File: src/rtl/guess_pkg.sv
// Shared definitions for the guess-the-number design: data width and FSM encoding.
package guess_pkg;

   localparam int GUESS_WIDTH = 4;
   localparam int TRIES_W     = 4;

   typedef enum logic [1:0] {
      IDLE = 2'd0,
      PLAY = 2'd1,
      WIN  = 2'd2,
      LOSE = 2'd3
   } game_state_t;

   typedef enum logic [1:0] {
      CMP_EQ   = 2'd0,
      CMP_HIGH = 2'd1,
      CMP_LOW  = 2'd2
   } cmp_t;

endpackage

File: src/rtl/guess_game_ctrl_rise_det.sv
// Rising-edge detector for a debounced button level.
module rise_det (
   input  logic clk,
   input  logic reset,
   input  logic in,
   output logic rise
);

   logic prev_reg;

   // Resetting to 1 keeps a button held through reset from looking like a press.
   always_ff @(posedge clk) begin
      if (reset) prev_reg <= 1'b1;
      else       prev_reg <= in;
   end

   assign rise = in & ~prev_reg;

endmodule

File: src/rtl/guess_game_ctrl.sv
// Guess-the-number game controller: latches the LFSR value as the secret on a
// new-game press, grades each submitted guess and counts down remaining tries.
module guess_game_ctrl
   import guess_pkg::*;
#(
   parameter int WIDTH     = GUESS_WIDTH,
   parameter int MAX_TRIES = 5
) (
   input  logic               clk,
   input  logic               reset,
   input  logic [WIDTH-1:0]   rnd,
   input  logic               start,
   input  logic               submit,
   input  logic [WIDTH-1:0]   guess,
   output logic               too_high,
   output logic               too_low,
   output logic               win,
   output logic               lose,
   output logic               playing,
   output logic [TRIES_W-1:0] tries_left,
   output logic [WIDTH-1:0]   secret_out
);

   localparam logic [TRIES_W-1:0] TRIES_INIT = TRIES_W'(MAX_TRIES);

   // Index 0 = start, index 1 = submit.
   logic [1:0] btn_level;
   logic [1:0] btn_rise;
   logic       start_rise;
   logic       submit_rise;

   assign btn_level = {submit, start};

   for (genvar gi = 0; gi < 2; gi++) begin : g_btn
      rise_det u_rise (
         .clk   (clk),
         .reset (reset),
         .in    (btn_level[gi]),
         .rise  (btn_rise[gi])
      );
   end

   assign start_rise  = btn_rise[0];
   assign submit_rise = btn_rise[1];

   game_state_t        state_reg,    state_next;
   logic [WIDTH-1:0]   secret_reg,   secret_next;
   logic [TRIES_W-1:0] tries_reg,    tries_next;
   logic               too_high_reg, too_high_next;
   logic               too_low_reg,  too_low_next;
   logic               win_reg,      win_next;
   logic               lose_reg,     lose_next;
   cmp_t               cmp;

   always_comb begin
      if (guess == secret_reg)     cmp = CMP_EQ;
      else if (guess > secret_reg) cmp = CMP_HIGH;
      else                         cmp = CMP_LOW;
   end

   always_ff @(posedge clk) begin
      if (reset) begin
         state_reg    <= IDLE;
         secret_reg   <= '0;
         tries_reg    <= '0;
         too_high_reg <= 1'b0;
         too_low_reg  <= 1'b0;
         win_reg      <= 1'b0;
         lose_reg     <= 1'b0;
      end else begin
         state_reg    <= state_next;
         secret_reg   <= secret_next;
         tries_reg    <= tries_next;
         too_high_reg <= too_high_next;
         too_low_reg  <= too_low_next;
         win_reg      <= win_next;
         lose_reg     <= lose_next;
      end
   end

   always_comb begin
      state_next    = state_reg;
      secret_next   = secret_reg;
      tries_next    = tries_reg;
      too_high_next = too_high_reg;
      too_low_next  = too_low_reg;
      win_next      = win_reg;
      lose_next     = lose_reg;

      // A new-game press wins over a simultaneous submit, from any state.
      if (start_rise) begin
         state_next    = PLAY;
         secret_next   = rnd;
         tries_next    = TRIES_INIT;
         too_high_next = 1'b0;
         too_low_next  = 1'b0;
         win_next      = 1'b0;
         lose_next     = 1'b0;
      end else if (state_reg == PLAY && submit_rise) begin
         unique case (cmp)
            CMP_EQ: begin
               state_next    = WIN;
               win_next      = 1'b1;
               too_high_next = 1'b0;
               too_low_next  = 1'b0;
            end
            default: begin
               too_high_next = (cmp == CMP_HIGH);
               too_low_next  = (cmp == CMP_LOW);
               tries_next    = tries_reg - 1'b1;
               // Last try missed: the final hint stays visible alongside lose.
               if (tries_reg == TRIES_W'(1)) begin
                  state_next = LOSE;
                  lose_next  = 1'b1;
               end
            end
         endcase
      end
   end

   assign too_high   = too_high_reg;
   assign too_low    = too_low_reg;
   assign win        = win_reg;
   assign lose       = lose_reg;
   assign playing    = (state_reg == PLAY);
   assign tries_left = tries_reg;
   assign secret_out = (state_reg == WIN || state_reg == LOSE) ? secret_reg : '0;

endmodule
File: config.mk
export PLATFORM = sky130hd
export DESIGN_NAME = guess_game_ctrl
export DESIGN_NICKNAME = d
export VERILOG_FILES = /design/src/rtl/guess_pkg.sv /design/src/rtl/guess_game_ctrl_rise_det.sv /design/src/rtl/guess_game_ctrl.sv
export SDC_FILE = /design/constraint.sdc
export NUM_CORES = 1
export LEC_CHECK = 0
export CAP_MARGIN = 20
export CORE_ASPECT_RATIO = 1.25
export CORE_UTILIZATION = 44
export DETAILED_ROUTE_END_ITERATION = 10
export MAX_ROUTING_LAYER = met4
export PLACE_DENSITY = 0.76
export SLEW_MARGIN = 10
export SYNTH_ARGS = -nofsm -noshare
export SYNTH_HDL_FRONTEND = slang
export SYNTH_SLANG_ARGS = --single-unit
File: constraint.sdc
create_clock -name clk -period 1.99 [get_ports clk]
set_clock_uncertainty 0.2 [all_clocks]
set_input_delay 0.398 -clock clk [delete_from_list [all_inputs] [get_ports clk]]
set_output_delay 0.398 -clock clk [all_outputs]
set_load 0.05 [all_outputs]
Yosys cells after proc, flatten, opt, wreduce, memory -nomap -nowiden
Cells that the tools add are included.
{"block": "op_classes", "n_lt_le_gt_ge": 1, "n_mux": 12, "addsub": 1, "n_reduce_logical": 13, "bitwise_logic": 5, "eq_ne": 8}
{"operator": "$reduce_and 2->1", "count": 5}
{"operator": "$mux 3", "count": 3}
{"operator": "$mux 2", "count": 4}
{"operator": "$eq 2x2->1 const B", "count": 3}
{"operator": "$eq 2x1->1 const B", "count": 2}
{"operator": "$eq 4x1->1 const B", "count": 1}
{"operator": "$eq 4x4->1", "count": 1}
{"operator": "$gt 4x4->1", "count": 1}
{"operator": "$mux 1", "count": 4}
{"operator": "$mux 4", "count": 1}
{"operator": "$reduce_bool 2->1", "count": 2}
{"operator": "$sub 4x1->4 const B", "count": 1}
{"operator": "$not 1->1", "count": 3}
{"operator": "$reduce_and 3->1", "count": 1}
{"operator": "$reduce_bool 3->1", "count": 1}
{"operator": "$and 1x1->1", "count": 2}
{"operator": "$logic_not 2->1", "count": 1}
{"operator": "$ne 2x1->1 const B", "count": 1}
{"operator": "$reduce_or 2->1", "count": 1}
{"operator": "$logic_and 1x1->1", "count": 1}
{"operator": "$logic_or 1x1->1", "count": 1}
{"block": "totals", "word_cells": 51, "inputBits": 12, "reg_bits": 16, "out_inout_bits": 13}

Longest topological paths before layout
Gate-level depths: netlist of run 1.
{"block": "depth", "depth_word": 7, "ltp_mapped": 6, "ltp_nobuf": 6}

Hierarchy
Synthesis of run 1 repeated with hierarchy kept, for this count alone.
{"block": "hier_totals", "hier_cells": 84, "area_unflattened_um2": 817.0}
{"mod": "guess_game_ctrl", "area_each_um2": 752.0, "seq_area_each_um2": 280.3, "n_inst": 1, "cells_each": 78}
{"mod": "rise_det", "area_each_um2": 32.5, "seq_area_each_um2": 20.0, "n_inst": 2, "cells_each": 3}

Least setup slack after synthesis of run 1
No wires, ideal clock.
{"block": "synth_timing", "path_kind": "in2reg", "from": "input port guess[3]", "to": "register too_high_reg, in the netlist too_high", "arrival_ps": 1352, "setup_time_ps": 117, "path_buffers": 0, "setup_slack_ps": 321, "path_stages": 4, "cell_sequence": "ha_1 -> nand4_1 -> and3_2 -> a32o_1"}
{"block": "synth_between", "elab_chain_cells": 5}
{"element": "from (decl)", "line_no": "guess_game_ctrl.sv:14", "rtl": "input logic [WIDTH-1:0] guess,"}
{"element": "$gt 4x4->1", "line_no": "guess_game_ctrl.sv:57", "rtl": "else if (guess > secret_reg) cmp = CMP_HIGH;"}
{"element": "$mux 2", "line_no": "guess_game_ctrl.sv:57"}
{"element": "$mux 2 *", "line_no": "guess_game_ctrl.sv:56", "rtl": "if (guess == secret_reg) cmp = CMP_EQ;"}
{"element": "$eq 2x1->1 or $logic_not 2->1 (tied branches)", "line_no": "guess_game_ctrl.sv:108, guess_game_ctrl.sv:100"}
{"element": "$mux 1 *", "line_no": "guess_game_ctrl.sv:100", "rtl": "unique case (cmp)"}
{"element": "to (signal assigned)", "line_no": "guess_game_ctrl.sv:74", "rtl": "too_high_reg <= too_high_next;"}
{"element": "to (decl)", "line_no": "guess_game_ctrl.sv:49", "rtl": "logic too_high_reg, too_high_next;"}
Every way passes the cells marked *; elsewhere a longest branch is shown, timed or not.
A chain may end at the register's enable or synchronous reset.

Final worst setup path of run 1
{"block": "layout_timing", "from": "input port guess[0]", "to": "register tries_reg[0], in the netlist tries_left[0]"}
{"block": "layout_between", "elab_chain_cells": 6}
{"element": "$gt 4x4->1", "line_no": "guess_game_ctrl.sv:57"}
{"element": "$mux 2", "line_no": "guess_game_ctrl.sv:57"}
{"element": "$mux 2 *", "line_no": "guess_game_ctrl.sv:56"}
{"element": "$logic_not 2->1 *", "line_no": "guess_game_ctrl.sv:100"}
{"element": "$ne 2x1->1 (no line) *"}
{"element": "$reduce_and 2->1 (no line) *"}
{"element": "to (signal assigned)", "line_no": "guess_game_ctrl.sv:73", "rtl": "tries_reg <= tries_next;"}
{"element": "to (decl)", "line_no": "guess_game_ctrl.sv:48", "rtl": "logic [TRIES_W-1:0] tries_reg, tries_next;"}
Marked as above.

==> results.json, run 1 <==
{
  "clockRootBuffer": "clkbuf_4",
  "chipWidth_um": 39.2,
  "synthTopCellsByCount": "dfxtp_1 (16), nand2_1 (11), a21oi_1 (10)",
  "area_delta_synth_final_pct": 48.1,
  "multi_input_area_um2": 412,
  "synthTopCellsByArea": "dfxtp_1 (42%), ha_1 (9.9%), a21oi_1 (6.6%), nand2_1 (5.4%), and2_2 (3.9%)",
  "stdcell_count": 137,
  "wire_per_inst_um": 12.7,
  "clockBufferDepth": 2,
  "yosys.area.top_type_share_pct": 42.0,
  "grt_overflow": 0,
  "finalCriticalPeriod_ns": 1.86,
  "ir_drop_mv": 0.476,
  "hold_viol": 0,
  "crit_required_ns": 1.98,
  "vias_per_cell": 5.15,
  "design_area_um2": 1130,
  "seqCellArea_um2": 320,
  "drt_iter0_markers": 15,
  "crit_slowest_cell": "clkdlybuf4s50_1",
  "crit_path_end_kind": "flip-flop",
  "synth_cell_types": 28,
  "die_area_um2": 1900,
  "synth_top_area_cell": "dfxtp_1",
  "first_global_vias": 651,
  "setup-violations-final": 0,
  "cts_hold_buf": 0,
  "tightest_slew_ns": 0.277,
  "critPathLaunchType": "input pin",
  "gp_congestion": 0.741,
  "syn-instance-count": 87,
  "portBuffers": 24,
  "ys_warn_count": 0,
  "hpwl_mm": 1.38,
  "synth-edff-count": 0,
  "synth_nets": 105,
  "cts_sinks": 16,
  "grt_start_max_net_pins": 10,
  "drtPass1Iterations": 4,
  "path_max_fanout": 6,
  "drv_cap": 0,
  "fmax_mhz": 536,
  "syn_area_per_cell_um2": 8.76,
  "fp.dieH_um": 48.5,
  "htree_levels": 1,
  "synth_ff_type": "dfxtp_1",
  "cts_made_buffers": 3,
  "core_um2": 1600,
  "grt_pass1_wl_mm": 2.77,
  "arrival_ns": 1.85,
  "dp_cells": 131,
  "ys_ff_latch": 16,
  "drc_errors": 0,
  "critPathMaxStageDelay_ns": 0.45,
  "grt_usage_pct": 21.9,
  "power_leakage_uw": 0.000462,
  "vias": 705,
  "initial_utilization_pct": 47.6,
  "antenna_found_initial": 0,
  "min_path_type": "flip-flop to flip-flop",
  "tritoncts": "yes",
  "fill_cells": 140,
  "ys_seq_area_share_pct": 42.0,
  "criticalPathCategory": "input pin to flip-flop",
  "n_antenna_cell": 0,
  "drive_gt1_share_pct": 27.7,
  "clk_latency_ns": 0.29,
  "slew_headroom_pct": 81.4,
  "ios": 25,
  "fin_crit_sh_pct": 93.7,
  "syn-cell-area_um2": 762,
  "async_reset_ff_share_pct": 0,
  "rsz0062_at_grt": "false",
  "yosys.cell_count.top_type": "dfxtp_1",
  "worstPathCellList": "clkdlybuf4s50_1 -> inv_1 -> ha_1 -> nand4_1 -> and2_4 -> xnor2_1 -> a21oi_1",
  "rows": 16,
  "power_density_nw_per_um2": 580,
  "status": "finished clean",
  "place_area_um2": 1080,
  "final_nets": 138,
  "wirelength_mm": 1.74,
  "drtAntennaViolNets": 0,
  "clkSlewWorstSetupHoldPaths_ns": 0.09,
  "maxSlewViolCount": 0
}
[critical path: cells and delay by family]
kind                       cells  cell delay (ns)
xor gates and xnor gates       1             0.16
buffers and inverters          2             0.49
AOI/OAI and AO/OA              1             0.09
and+or+nand+nor                2             0.46
adders and majority gates      1             0.27
[final cells by class]
type,instances,area share [%]
clock buffer,4,3.22
inverter,6,2.00
multi-input combinational,63,36.5
sequential,16,28.4
tap,18,2.00
timing repair buffer,30,27.9
[through the flow]
step	setup slack, ns	setup TNS (ns)	utilization (%)	hold slack, ns	total power (µW)
global route	0.0237	0	70.5	0.275	689
floorplan	0.321	0	-	0.245	398
finish	0.126	0	70.5	0.263	655
global placement	-0.228	-1.24	67.3	0.246	445
CTS	0.0448	0	69.5	0.265	655
detailed placement	-0.260	-1.41	67.3	0.253	448
[logic make-up (layout without fill, tap and decap cells)]
family	after synthesis	count (layout)	share of synthesized area (%)
compound gates	17	17	13.3
xor+xnor	3	3	3.45
fa+ha+maj	6	6	9.85
buf+inv	8	40	3.94
flops	16	16	42.0
simple gates	37	37	27.4
[per-layer routing]
metal / track usage [%] / up-vias / routed length [µm] / part of all wire (%)
met1: 25.1 / 318 / 699 / 40
met3: 4.13 / 4 / 81 / 4.6
met2: 33.6 / 23 / 909 / 52
met4: 13.8 / 0 / 52 / 3.0
met5: - / - / 0 / 0
li1: - / 360 / - / -
[final timing paths]
check,to,from,cells past startpoint,slack (ns)
max reg2reg,tries_left[0]$_SDFFE_PP0P_,secret_reg[3]$_SDFFE_PP0P_,6,0.25
min reg2reg,too_low$_SDFFE_PP0P_,too_low$_SDFFE_PP0P_,2,0.26
min,too_low$_SDFFE_PP0P_,too_low$_SDFFE_PP0P_,2,0.26
max,tries_left[0]$_SDFFE_PP0P_,guess[0],7,0.13
[cell usage in the layout (no fill, tap or decap), drive strengths merged, types with 2 or more instances in the layout]
| cell type | Yosys | routed |
|---|---|---|
| buf | 0 | 19 |
| dfxtp | 16 | 16 |
| nand2 | 11 | 11 |
| clkdlybuf4s50 | 0 | 11 |
| a21oi | 10 | 10 |
| inv | 6 | 6 |
| nor2 | 6 | 6 |
| ha | 6 | 6 |
| and2 | 5 | 5 |
| clkbuf | 2 | 4 |
| nand4 | 2 | 2 |
| nand2b | 2 | 2 |
| o21a | 2 | 2 |
| or2 | 2 | 2 |
| nand3 | 2 | 2 |
| xor2 | 2 | 2 |
| and2b | 2 | 2 |
[power by group]
group | internal (µW) | switching, µW
logic | 54.7 | 51.6
registers | 329 | 8.07
clock network | 112 | 99.4
[repair_timing]
item	in CTS	in global routing
setup buffers	0	2
setup endpoints to repair	0	5
resized for setup	0	0
No activity file was read; power rests on OpenSTA's default activity.
==> inputs of run 2 (changes only) <==
--- a/config.mk
+++ b/config.mk
@@ -7,6 +7,7 @@
 export LEC_CHECK = 0
 export CAP_MARGIN = 20
 export CORE_ASPECT_RATIO = 1.25
+export CORE_MARGIN = 4
 export CORE_UTILIZATION = 44
 export DETAILED_ROUTE_END_ITERATION = 10
 export MAX_ROUTING_LAYER = met4
==> constraint.sdc (replaced) <==
create_clock -name clk -period 1.94 [get_ports clk]
set_clock_uncertainty 0.2 [all_clocks]
set_input_delay 0.388 -clock clk [delete_from_list [all_inputs] [get_ports clk]]
set_output_delay 0.388 -clock clk [all_outputs]
set_load 0.05 [all_outputs]
==> run 2 against run 1 <==
  * Worst setup slack worse by 0.095 ns
  * Register-to-register slack worse by 0.10 ns
  * Critical endpoint is now too_high$_SDFFE_PP0P_
  * Non-clock buffer count decreased by 2
  * Combinational power about the same
  * Cell area decreased by 1.3%
  * First-iteration DRC count fell by 80%
  * Final cell count down 1.5%
==> results.json, run 2 (synthesis results as in run 1) <==
{
  "chipWidth_um": 45.2,
  "place_area_um2": 1080,
  "rows": 16,
  "tightest_slew_ns": 0.282,
  "design_area_um2": 1110,
  "ctsResizeCount": 0,
  "cts_sinks": 16,
  "antenna_found_initial": 0,
  "criticalPathCategory": "input pin to flip-flop",
  "drv_cap": 0,
  "cts_made_buffers": 3,
  "post_cts_buffers": 0,
  "drtAntennaViolNets": 0,
  "arrival_ns": 1.90,
  "clk_latency_ns": 0.29,
  "status": "finished clean",
  "drt_iter0_markers": 3,
  "wirelength_mm": 1.64,
  "clkSlewWorstSetupHoldPaths_ns": 0.10,
  "grt_start_max_net_pins": 10,
  "tritoncts": "yes",
  "min_path_type": "flip-flop to flip-flop",
  "grt_usage_pct": 15.5,
  "rsz0062_at_grt": "true",
  "htree_levels": 1,
  "setup-violations-final": 0,
  "final_nets": 136,
  "seqCellArea_um2": 320,
  "vias_per_cell": 5.14,
  "final_core_util_pct": 69.5,
  "crit_path_end_kind": "flip-flop",
  "fill_cells": 137,
  "drc_errors": 0,
  "hpwl_mm": 1.33,
  "critPathLaunchType": "input pin",
  "drive_gt1_share_pct": 26.5,
  "grt_overflow": 0,
  "fin_crit_sh_pct": 98.4,
  "final_common_cell": "dfxtp_1",
  "ir_drop_mv": 0.473,
  "area_delta_synth_final_pct": 46.1,
  "cts_hold_buf": 0,
  "total_power_uw": 677,
  "n_antenna_cell": 0,
  "wire_per_inst_um": 12.2,
  "drtPass1Iterations": 4,
  "power_density_nw_per_um2": 608,
  "finalCriticalPeriod_ns": 1.91,
  "stdcell_count": 135,
  "mostFrequentLayoutCells": "dfxtp_1 (16), buf_4 (12), nand2_1 (11), clkdlybuf4s50_1 (11), a21oi_1 (10)",
  "dp_cells": 131,
  "first_global_vias": 647,
  "clockRootBuffer": "clkbuf_4",
  "fp.dieH_um": 54.5,
  "gp_congestion": 0.712,
  "die_area_um2": 2470,
  "hold_viol": 0,
  "ios": 25,
  "fmax_mhz": 524,
  "initial_utilization_pct": 47.6,
  "portBuffers": 24,
  "clockBufferDepth": 2,
  "vias": 694,
  "grt_pass1_wl_mm": 2.64,
  "path_max_fanout": 8,
  "multi_input_area_um2": 412,
  "slew_headroom_pct": 81.1,
  "maxSlewViolCount": 0,
  "core_um2": 1600,
  "crit_required_ns": 1.93,
  "power_leakage_uw": 0.000453
}
run 2: cell count changes in the layout (fill, tap and decap cells not counted), sizes merged:
cell	change
buf	-2
run 2: where the power goes:
part	total (µW)	leakage [µW]	switching, µW	internal (µW)
logic	105	0.000302	51.4	53.8
registers	346	0.000130	8.12	338
clock network	225	0.0000210	111	114
total	677	0.000453	170	506
run 2: path summary, 6_finish.rpt:
path                         startpoint                    end  cells past startpoint  slack (ns)
max                            guess[0]  too_high$_SDFFE_PP0P_                      6        0.03
min                too_low$_SDFFE_PP0P_   too_low$_SDFFE_PP0P_                      2        0.27
max reg2reg  secret_reg[2]$_SDFFE_PP0P_  too_high$_SDFFE_PP0P_                      5        0.15
min reg2reg        too_low$_SDFFE_PP0P_   too_low$_SDFFE_PP0P_                      2        0.27
run 2: area by class of cell:
cell class	count	share of cell area, %
clock buffer	4	3.26
multi-input combinational	63	37.0
tap	18	2.02
timing repair buffer	28	27.0
sequential	16	28.8
inverter	6	2.02
run 2: critical path: stages:
cell and delay, ns:
clkdlybuf4s50_1 0.45, inv_1 0.04, ha_1 0.27, nand4_1 0.23, and3_2 0.31, a32o_1 0.20
run 2: per-stage QoR:
| stage | setup slack [ns] | TNS, ns | hold WS (ns) |
|---|---|---|---|
| floorplan | 0.281 | 0 | 0.245 |
| finish | 0.0306 | 0 | 0.271 |
| detailed placement | -0.295 | -1.73 | 0.261 |
| global placement | -0.252 | -1.48 | 0.246 |
| global route | -0.0131 | -0.0180 | 0.299 |
| CTS | 0.0256 | 0 | 0.276 |
run 2: routing by layer:
layer  part of all wire [%]  global-route usage [%]
met2                     52                    26.4
met1                     43                    17.1
met5                      0                       -
met3                    4.2                    2.30
met4                    1.4                    8.78
==> inputs of run 3 (changes only) <==
--- a/config.mk
+++ b/config.mk
@@ -9,6 +9,7 @@
 export CORE_ASPECT_RATIO = 1.25
 export CORE_MARGIN = 4
 export CORE_UTILIZATION = 44
+export CTS_BUF_LIST = sky130_fd_sc_hd__clkbuf_8 sky130_fd_sc_hd__clkbuf_16
 export DETAILED_ROUTE_END_ITERATION = 10
 export MAX_ROUTING_LAYER = met4
 export PLACE_DENSITY = 0.76
==> constraint.sdc (replaced) <==
create_clock -name clk -period 2 [get_ports clk]
set_clock_uncertainty 0.2 [all_clocks]
set_input_delay 0.4 -clock clk [delete_from_list [all_inputs] [get_ports clk]]
set_output_delay 0.4 -clock clk [all_outputs]
set_load 0.05 [all_outputs]
==> run 3 against run 2 <==
  * Critical path type unchanged
  * Global-route usage rose by 0.35 points
  * Flip-flop and latch count did not move
  * Cell area rose by 2.6%
  * Routed wire length rose by 3.8%
  * Sequential share of layout area fell by 0.72 points
  * Largest cell class unchanged
  * Largest power group unchanged
  * First-iteration DRC count rose by 67%
==> results.json, run 3 (synthesis results as in run 1) <==
{
  "drtPass1Iterations": 4,
  "cts_sinks": 16,
  "arrival_ns": 1.90,
  "gp_congestion": 0.712,
  "clkSlewWorstSetupHoldPaths_ns": 0.07,
  "die_area_um2": 2470,
  "status": "finished clean",
  "clockRootBuffer": "clkbuf_8",
  "clockBufferDepth": 2,
  "grt_usage_pct": 15.9,
  "fin_crit_sh_pct": 98.2,
  "rsz0062_at_grt": "false",
  "n_antenna_cell": 0,
  "ir_drop_mv": 0.622,
  "wire_per_inst_um": 12.6,
  "worstPathCellList": "clkdlybuf4s50_1 -> ha_1 -> nand4_1 -> and3_2 -> a32o_1",
  "cts_hold_buf": 0,
  "dp_cells": 131,
  "design_area_um2": 1140,
  "initial_utilization_pct": 47.6,
  "tritoncts": "yes",
  "place_area_um2": 1080,
  "final_core_util_pct": 71.3,
  "fin_ws_ns": 0.0366,
  "final_common_cell": "dfxtp_1",
  "antenna_found_initial": 0,
  "tightest_slew_ns": 0.297,
  "stdcell_count": 135,
  "rows": 16,
  "vias_per_cell": 5.09,
  "drc_errors": 0,
  "drtAntennaViolNets": 0,
  "power_leakage_uw": 0.000472,
  "grt_overflow": 0,
  "core_um2": 1600,
  "crit_slowest_cell": "clkdlybuf4s50_1",
  "portBuffers": 24,
  "setup-violations-final": 0,
  "path_max_fanout": 8,
  "critPathMaxStageDelay_ns": 0.42,
  "hpwl_mm": 1.33,
  "power_density_nw_per_um2": 635,
  "maxSlewViolCount": 0,
  "final_nets": 136,
  "area_delta_synth_final_pct": 49.9,
  "hold_viol": 0,
  "drt_iter0_markers": 5,
  "vias": 687,
  "drv_cap": 0,
  "min_path_type": "flip-flop to flip-flop",
  "mostFrequentLayoutCells": "dfxtp_1 (16), buf_4 (12), nand2_1 (11), a21oi_1 (10), clkdlybuf4s50_1 (10)",
  "clk_latency_ns": 0.25,
  "grt_pass1_wl_mm": 2.68,
  "crit_path_end_kind": "flip-flop",
  "crit_required_ns": 1.93,
  "fmax_mhz": 509,
  "drive_gt1_share_pct": 27.4,
  "slew_headroom_pct": 80.1,
  "critPathLaunchType": "input pin",
  "grt_start_max_net_pins": 10,
  "fp.dieH_um": 54.5,
  "finalCriticalPeriod_ns": 1.96,
  "wirelength_mm": 1.70,
  "htree_levels": 1,
  "ctsResizeCount": 0,
  "first_global_vias": 652,
  "post_cts_buffers": 0,
  "ios": 25,
  "chipWidth_um": 45.2,
  "cts_made_buffers": 3,
  "criticalPathCategory": "input pin to flip-flop",
  "pre_cts_slack_ns": -0.247
}
[run 3: cell type report]
cell class              count  area (µm²)
flip-flops and latches     16         320
clock buffers               4        55.1
repair buffers             28         303
fillers                   128         459
well taps                  18        22.5
inverters                   6        22.5
multi-input cells          63         419
[run 3: report_power, final]
group	internal [µW]	leakage [µW]	total [µW]	switching, µW
sequential	328	0.000130	336	8.35
clock	174	0.0000288	285	111
combinational	52.7	0.000313	104	50.8
[run 3: path summary, 6_finish.rpt]
check / from / end / slack [ns] / cells past startpoint
setup / recovery: guess[1] / too_high$_SDFFE_PP0P_ / 0.04 / 5
hold / removal: too_low$_SDFFE_PP0P_ / too_low$_SDFFE_PP0P_ / 0.27 / 2
setup reg to reg: secret_reg[1]$_SDFFE_PP0P_ / too_high$_SDFFE_PP0P_ / 0.21 / 5
hold reg to reg: too_low$_SDFFE_PP0P_ / too_low$_SDFFE_PP0P_ / 0.27 / 2
[run 3: worst max-delay path: cells and delay by family]
family | cells | cell delay, ns
buffers and inverters | 1 | 0.42
AOI/OAI and AO/OA | 1 | 0.20
and+or+nand+nor | 2 | 0.58
adders and majority gates | 1 | 0.30
[run 3: metal layers]
layer  GRT usage, %  vias up  part of all wire [%]
met4           5.85        0                  0.82
met5              -        -                     0
met1           16.3      321                    43
li1               -      352                     -
met3           5.26        2                   4.5
met2           27.8       12                    52
[run 3: stage by stage]
step	total power [µW]	hold slack, ns	setup TNS, ns
floorplan	396	0.245	0
global placement	443	0.246	-1.07
detailed placement	446	0.261	-1.27
CTS	729	0.271	0
global route	751	0.293	0
finish	725	0.266	0
